==> config.mk <==
export PLATFORM = sky130hd
export DESIGN_NAME = score_ram_writer
export DESIGN_NICKNAME = d
export VERILOG_FILES = /design/src/rtl/nw_pkg.sv /design/src/rtl/score_addr_calc.sv /design/src/rtl/score_ram_writer.sv
export SDC_FILE = /design/constraint.sdc
export NUM_CORES = 1
export LEC_CHECK = 0
export BUFFER_PORTS_ARGS = -buffer_cell sky130_fd_sc_hd__clkbuf_2
export CAP_MARGIN = 40
export CELL_PAD_IN_SITES_DETAIL_PLACEMENT = 0
export CELL_PAD_IN_SITES_GLOBAL_PLACEMENT = 1
export CORE_MARGIN = 10
export CORE_UTILIZATION = 46
export DETAILED_ROUTE_END_ITERATION = 6
export MAX_ROUTING_LAYER = met4
export PLACE_DENSITY = 0.89
export REMOVE_ABC_BUFFERS = 1
export SETUP_SLACK_MARGIN = 0.4
export SLEW_MARGIN = 20
export SYNTH_ARGS = -nofsm -noshare
export SYNTH_HDL_FRONTEND = slang
export SYNTH_SLANG_ARGS = --single-unit
==> constraint.sdc <==
create_clock -name clk -period 11.9 [get_ports clk]
set_input_delay 3.57 -clock clk [delete_from_list [all_inputs] [get_ports clk]]
set_output_delay 3.57 -clock clk [all_outputs]
set_load 0.05 [all_outputs]
==> src/rtl/nw_pkg.sv <==
// Shared types and helpers for the NW score RAM write path.
package nw_pkg;

    typedef enum logic [1:0] {
        IDLE     = 2'd0,
        INIT_ROW = 2'd1,
        INIT_COL = 2'd2,
        RUN      = 2'd3
    } wr_state_t;

    localparam int SCORE_W_DEF = 9;

    // Row-major grid address; pitch is the row length including column 0.
    function automatic logic [31:0] grid_addr(input logic [31:0] row,
                                              input logic [31:0] col,
                                              input logic [31:0] pitch);
        return row * pitch + col;
    endfunction

endpackage

==> src/rtl/score_addr_calc.sv <==
// Combinational (row, col) to score RAM address mapping, pitch M+1.
module score_addr_calc
    import nw_pkg::*;
#(
    parameter int M      = 128,
    parameter int ROW_W  = 8,
    parameter int COL_W  = 8,
    parameter int ADDR_W = 15
) (
    input  logic [ROW_W:0]    row,
    input  logic [COL_W:0]    col,
    output logic [ADDR_W-1:0] addr
);

    assign addr = ADDR_W'(grid_addr(32'(row), 32'(col), 32'(M + 1)));

endmodule

==> src/rtl/score_ram_writer.sv <==
// Score RAM write-port front end: boundary init sequencer plus cell write path.
// Optional macro SCORE_WR_BOUNDS_CHK_EN drops out-of-range cells and raises sticky err.
//
// state    | meaning
// IDLE     | waiting for start_init, write port quiet
// INIT_ROW | writing row 0, columns 0..M
// INIT_COL | writing column 0, rows 1..N
// RUN      | accepting cell writes
module score_ram_writer
    import nw_pkg::*;
#(
    parameter int N       = 128,
    parameter int M       = 128,
    parameter int SCORE_W = SCORE_W_DEF,
    parameter int GAP     = -2,
    parameter int ROW_W   = $clog2(N + 1),
    parameter int COL_W   = $clog2(M + 1),
    parameter int ADDR_W  = $clog2((N + 1) * (M + 1))
) (
    input  logic                      clk,
    input  logic                      rst,
    input  logic                      start_init,
    output logic                      init_busy,
    output logic                      init_done,
    input  logic                      cell_valid,
    output logic                      cell_ready,
    input  logic [ROW_W-1:0]          i,
    input  logic [COL_W-1:0]          j,
    input  logic signed [SCORE_W-1:0] max,
    output logic                      we,
    output logic [ADDR_W-1:0]         addr_out,
    output logic signed [SCORE_W-1:0] data_out,
    output logic                      err
);

    localparam logic signed [SCORE_W-1:0] GAP_S  = SCORE_W'(GAP);
    localparam logic [COL_W-1:0]          C_LAST = COL_W'(M);
    localparam logic [ROW_W-1:0]          R_LAST = ROW_W'(N);

    wr_state_t                 state_q, state_d;
    logic [COL_W-1:0]          c_q, c_d;
    logic [ROW_W-1:0]          r_q, r_d;
    logic signed [SCORE_W-1:0] acc_q, acc_d;
    logic                      err_q, err_d;
    logic                      we_d, done_d;
    logic signed [SCORE_W-1:0] data_d;
    logic [ROW_W:0]            calc_row;
    logic [COL_W:0]            calc_col;
    logic [ADDR_W-1:0]         calc_addr;
    logic                      oob;

    logic                      we_q, done_q;
    logic [ADDR_W-1:0]         addr_q;
    logic signed [SCORE_W-1:0] data_q;

`ifdef SCORE_WR_BOUNDS_CHK_EN
    assign oob = (int'(i) >= N) || (int'(j) >= M);
`else
    assign oob = 1'b0;
`endif

    score_addr_calc #(
        .M      (M),
        .ROW_W  (ROW_W),
        .COL_W  (COL_W),
        .ADDR_W (ADDR_W)
    ) u_addr (
        .row  (calc_row),
        .col  (calc_col),
        .addr (calc_addr)
    );

    always_comb begin
        state_d  = state_q;
        c_d      = c_q;
        r_d      = r_q;
        acc_d    = acc_q;
        err_d    = err_q;
        we_d     = 1'b0;
        done_d   = 1'b0;
        data_d   = '0;
        calc_row = '0;
        calc_col = '0;
        case (state_q)
            IDLE: begin
                if (start_init) begin
                    state_d = INIT_ROW;
                    c_d     = '0;
                    acc_d   = '0;
                end
            end
            INIT_ROW: begin
                we_d     = 1'b1;
                calc_col = {1'b0, c_q};
                data_d   = acc_q;
                if (c_q == C_LAST) begin
                    state_d = INIT_COL;
                    r_d     = ROW_W'(1);
                    acc_d   = GAP_S;
                end else begin
                    c_d   = c_q + COL_W'(1);
                    acc_d = acc_q + GAP_S;
                end
            end
            INIT_COL: begin
                we_d     = 1'b1;
                calc_row = {1'b0, r_q};
                data_d   = acc_q;
                if (r_q == R_LAST) begin
                    state_d = RUN;
                    done_d  = 1'b1;
                end else begin
                    r_d   = r_q + ROW_W'(1);
                    acc_d = acc_q + GAP_S;
                end
            end
            RUN: begin
                if (cell_valid) begin
                    // Cell (i, j) lives one row and one column past the boundary.
                    calc_row = {1'b0, i} + (ROW_W + 1)'(1);
                    calc_col = {1'b0, j} + (COL_W + 1)'(1);
                    if (oob) begin
                        err_d = 1'b1;
                    end else begin
                        we_d   = 1'b1;
                        data_d = max;
                    end
                end
                if (start_init) begin
                    state_d = INIT_ROW;
                    c_d     = '0;
                    acc_d   = '0;
                end
            end
            default: state_d = IDLE;
        endcase
    end

    always_ff @(posedge clk) begin
        if (rst) begin
            state_q <= IDLE;
            c_q     <= '0;
            r_q     <= '0;
            acc_q   <= '0;
            err_q   <= 1'b0;
            we_q    <= 1'b0;
            done_q  <= 1'b0;
            addr_q  <= '0;
            data_q  <= '0;
        end else begin
            state_q <= state_d;
            c_q     <= c_d;
            r_q     <= r_d;
            acc_q   <= acc_d;
            err_q   <= err_d;
            we_q    <= we_d;
            done_q  <= done_d;
            addr_q  <= we_d ? calc_addr : '0;
            data_q  <= data_d;
        end
    end

    assign init_busy  = (state_q == INIT_ROW) || (state_q == INIT_COL);
    assign cell_ready = (state_q == RUN);
    assign init_done  = done_q;
    assign we         = we_q;
    assign addr_out   = addr_q;
    assign data_out   = data_q;
    assign err        = err_q;

endmodule

==> metrics.txt <==
Initial Util=0.473; Root Buffer Master=clkbuf_8; total grt overflow=0; Slew HR=0.597; Max Cap Violations=0; vias in the first global route=between 2000 and 3000; setup repair bufs after CTS=0; Die X=107 microns; number of DRC markers in iteration 0=130; vias after detailed routing=3014; CORE AREA=7290 sq um; Die Span Y=107 microns; area delta synth->final=13.7%; DIE AREA=11400 sq um; Synth Area in Adders=0.191; Setup TNS Final=0 ps; clock-pin slew on the worst setup and hold paths=about 100 ps; placed cell count=roughly 550; post-synthesis sequential area ratio=0.302; drt drc=0; fin nets=roughly 540; Fmax achieved=0.135 GHz; RSZ-0062 raised after global routing=no; Max Buffers Root-to-Sink=2; Final Cycle Share=0.623; first-pass GRT wire length=13800 microns; TritonCTS Sinks=52; Setup-failing EPs final=0; Pre-Repair DR Iteration Count=5; post-cts sizing count=0; CP arrival=7630 ps; simple-gate share of the synthesized area=0.219; Syn. warnings=0; Total Wirelength=around 8100 microns; Hold Path Class=reg2reg; status=finished clean; crit start category=input pin; antenna cells=0; CTS Hold Bufs=0; via density per instance=~5.4; Yosys reg bits=52; Clock Skew=8.32 ps; Avg WL per Cell=approximately 15 microns; Boundary Pins=58; port bufs=56; num rows=31; maximum vdd drop=between 0.09 and 0.1 mV; required time worst endpoint=~12000 ps; largest net degree at the start of global routing=18; dpl hpwl=between 6000 and 7000 microns; initial antenna violation count=0; TritonCTS buffer count=5; H-tree depth=2; syn_area_per_cell=about 8.5 sq um; Tot GR Track Use=0.148; final-report max-slew violation count=0; mux cell area share after synthesis=0.0116; Synth Cell Area=~3500 sq um; Worst-Skew Late Latency=between 300 and 400 ps; complex-gate fraction of the synthesized area=0.167; main combinational cell family by area after synthesis=simple AND/OR/NAND/NOR gates; minimum clock period=approximately 7400 ps; RePlAce Congestion=0.844; Synth Instances=approximately 410; Setup crit end kind=flop; CP Class=in2reg; Worst Max-Slew Pin Slew=~600 ps; crit-path max FO=5; Final Hold Viols=0; CTS tree=built; Synth async-reset ratio=0; XOR/XNOR Fraction of Synth Area=0.0660; Leakage=1.89 nW; Netlist cell types=57; fraction of layout cells with a size suffix above 1=0.175; Pwr Density=about 160 nW/um^2; final cell count without fillers=555; post-route ant nets=0; EDFF count, synth=0; Top FF cell, synth=dfxtp_1
synthesized netlist by cell type, types with 2 or more instances:
cell type	count	share of area
dfxtp_1	52	0.30
nor2_1	50	0.054
ha_1	48	0.17
nand2_1	29	0.032
inv_1	22	0.024
a21oi_1	20	0.029
xor2_1	20	0.051
o21ai_0	19	0.028
nand3_1	13	0.019
clkbuf_1	10	0.011
nand4_1	10	0.018
a22oi_1	9	0.020
nor3_1	9	0.013
and2_1	7	0.013
a211oi_1	6	0.013
a21o_1	6	0.013
a31oi_1	6	0.011
xnor2_1	6	0.015
and3_1	5	0.0091
or3_1	5	0.0091
mux2i_1	4	0.012
or2_2	4	0.0073
buf_2	3	0.0043
fa_1	3	0.017
o31ai_1	3	0.0065
a31o_2	2	0.0051
and4b_1	2	0.0058
o22ai_1	2	0.0036
or3b_2	2	0.0051
worst max-delay path, stage by stage:
cell and delay [ps]:
clkbuf_2 120, ha_1 230, nand2_1 90, o211a_1 210, a211oi_1 490, inv_1 120, ha_1 200, ha_1 270
ha_1 200, fa_1 460, ha_1 370, and3_1 200, a221oi_1 480, a211oi_1 200, o2111a_1 270, a21o_1 140
registers in the layout (all words and copies together), names as in the netlist:
name,count
state_q,2
c_q,8
init_done,1
r_q,8
acc_q,8
data_out,9
we,1
addr_out,15
power by group:
part / internal [W] / leakage [nW] / total, W / switching, W
clock: 0.0000635 / 0.0583 / 0.000127 / 0.0000634
sequential: 0.000196 / 0.421 / 0.000221 / 0.0000248
combinational: 0.000107 / 1.41 / 0.000284 / 0.000177
total: 0.000367 / 1.89 / 0.000632 / 0.000265
metrics by stage:
step | setup WS (ps) | util | total power, W | hold WS (ps) | instance area [sq um]
2_1_floorplan | 4740 | - | 0.000438 | 481 | 3390
4_1_cts | 4490 | 0.538 | 0.000637 | 529 | 3920
6_report | 4490 | 0.538 | 0.000632 | 529 | 3920
3_3_place_gp | 4280 | 0.522 | 0.000502 | 502 | 3810
5_1_grt | 4100 | 0.538 | 0.000685 | 560 | 3920
3_5_place_dp | 4160 | 0.522 | 0.000507 | 512 | 3810
layout by cell type (no fill, tap or decap), drive strengths merged, types with 3 or more instances in the layout:
master	Yosys	final
and3	5	5
a22oi	9	9
a211oi	6	6
o31ai	3	3
and2	8	8
o21ai	20	20
inv	22	22
a21oi	20	20
xor2	20	20
mux2i	4	4
nor3	9	9
nand3	14	14
ha	48	48
nand4	10	10
clkbuf	10	61
or3	5	5
nand2	29	29
a21o	6	6
nor2	50	50
or2	4	4
a31oi	6	6
dfxtp	52	52
fa	3	3
xnor2	6	6
path summary, 6_finish.rpt:
kind | start | to | slack (ps) | depth (start not counted)
hold reg to reg | r_q[5]$_SDFFE_PP0P_ | r_q[5]$_SDFFE_PP0P_ | 530 | 2
setup reg to reg | state_q[0]$_SDFFE_PP0P_ | addr_out[13]$_SDFF_PP0_ | 7160 | 15
setup / recovery | i[0] | addr_out[13]$_SDFF_PP0_ | 4490 | 16
hold / removal | r_q[5]$_SDFFE_PP0P_ | r_q[5]$_SDFFE_PP0P_ | 530 | 2
layer usage:
metal | up-vias | share of wire | GRT usage | routed length, microns
met4 | 0 | 0.010 | 0.0426 | 82
met3 | 9 | 0.053 | 0.0353 | 431
met5 | - | 0 | - | 0
met2 | 72 | 0.44 | 0.217 | 3530
li1 | 1542 | - | - | -
met1 | 1391 | 0.50 | 0.198 | 4040
layout make-up:
| type | instances | area, sq um |
|---|---|---|
| flip-flops and latches | 52 | 1040 |
| clock buffers | 5 | 68.8 |
| fillers | 715 | 3370 |
| inverters | 22 | 82.6 |
| repair buffers | 58 | 295 |
| clock inverters | 3 | 47.5 |
| multi-input cells | 316 | 2260 |
| well taps | 99 | 124 |
kinds of logic (layout without fill, tap and decap cells):
kind of cell    Yosys count  after routing
simple gates            147            147
compound gates           87             87
flops                    52             52
fa+ha+maj                51             51
buf+inv                  37             88
xor+xnor                 26             26
mux                       4              4
other cells               1              1
(Power assumes the default switching activity.)
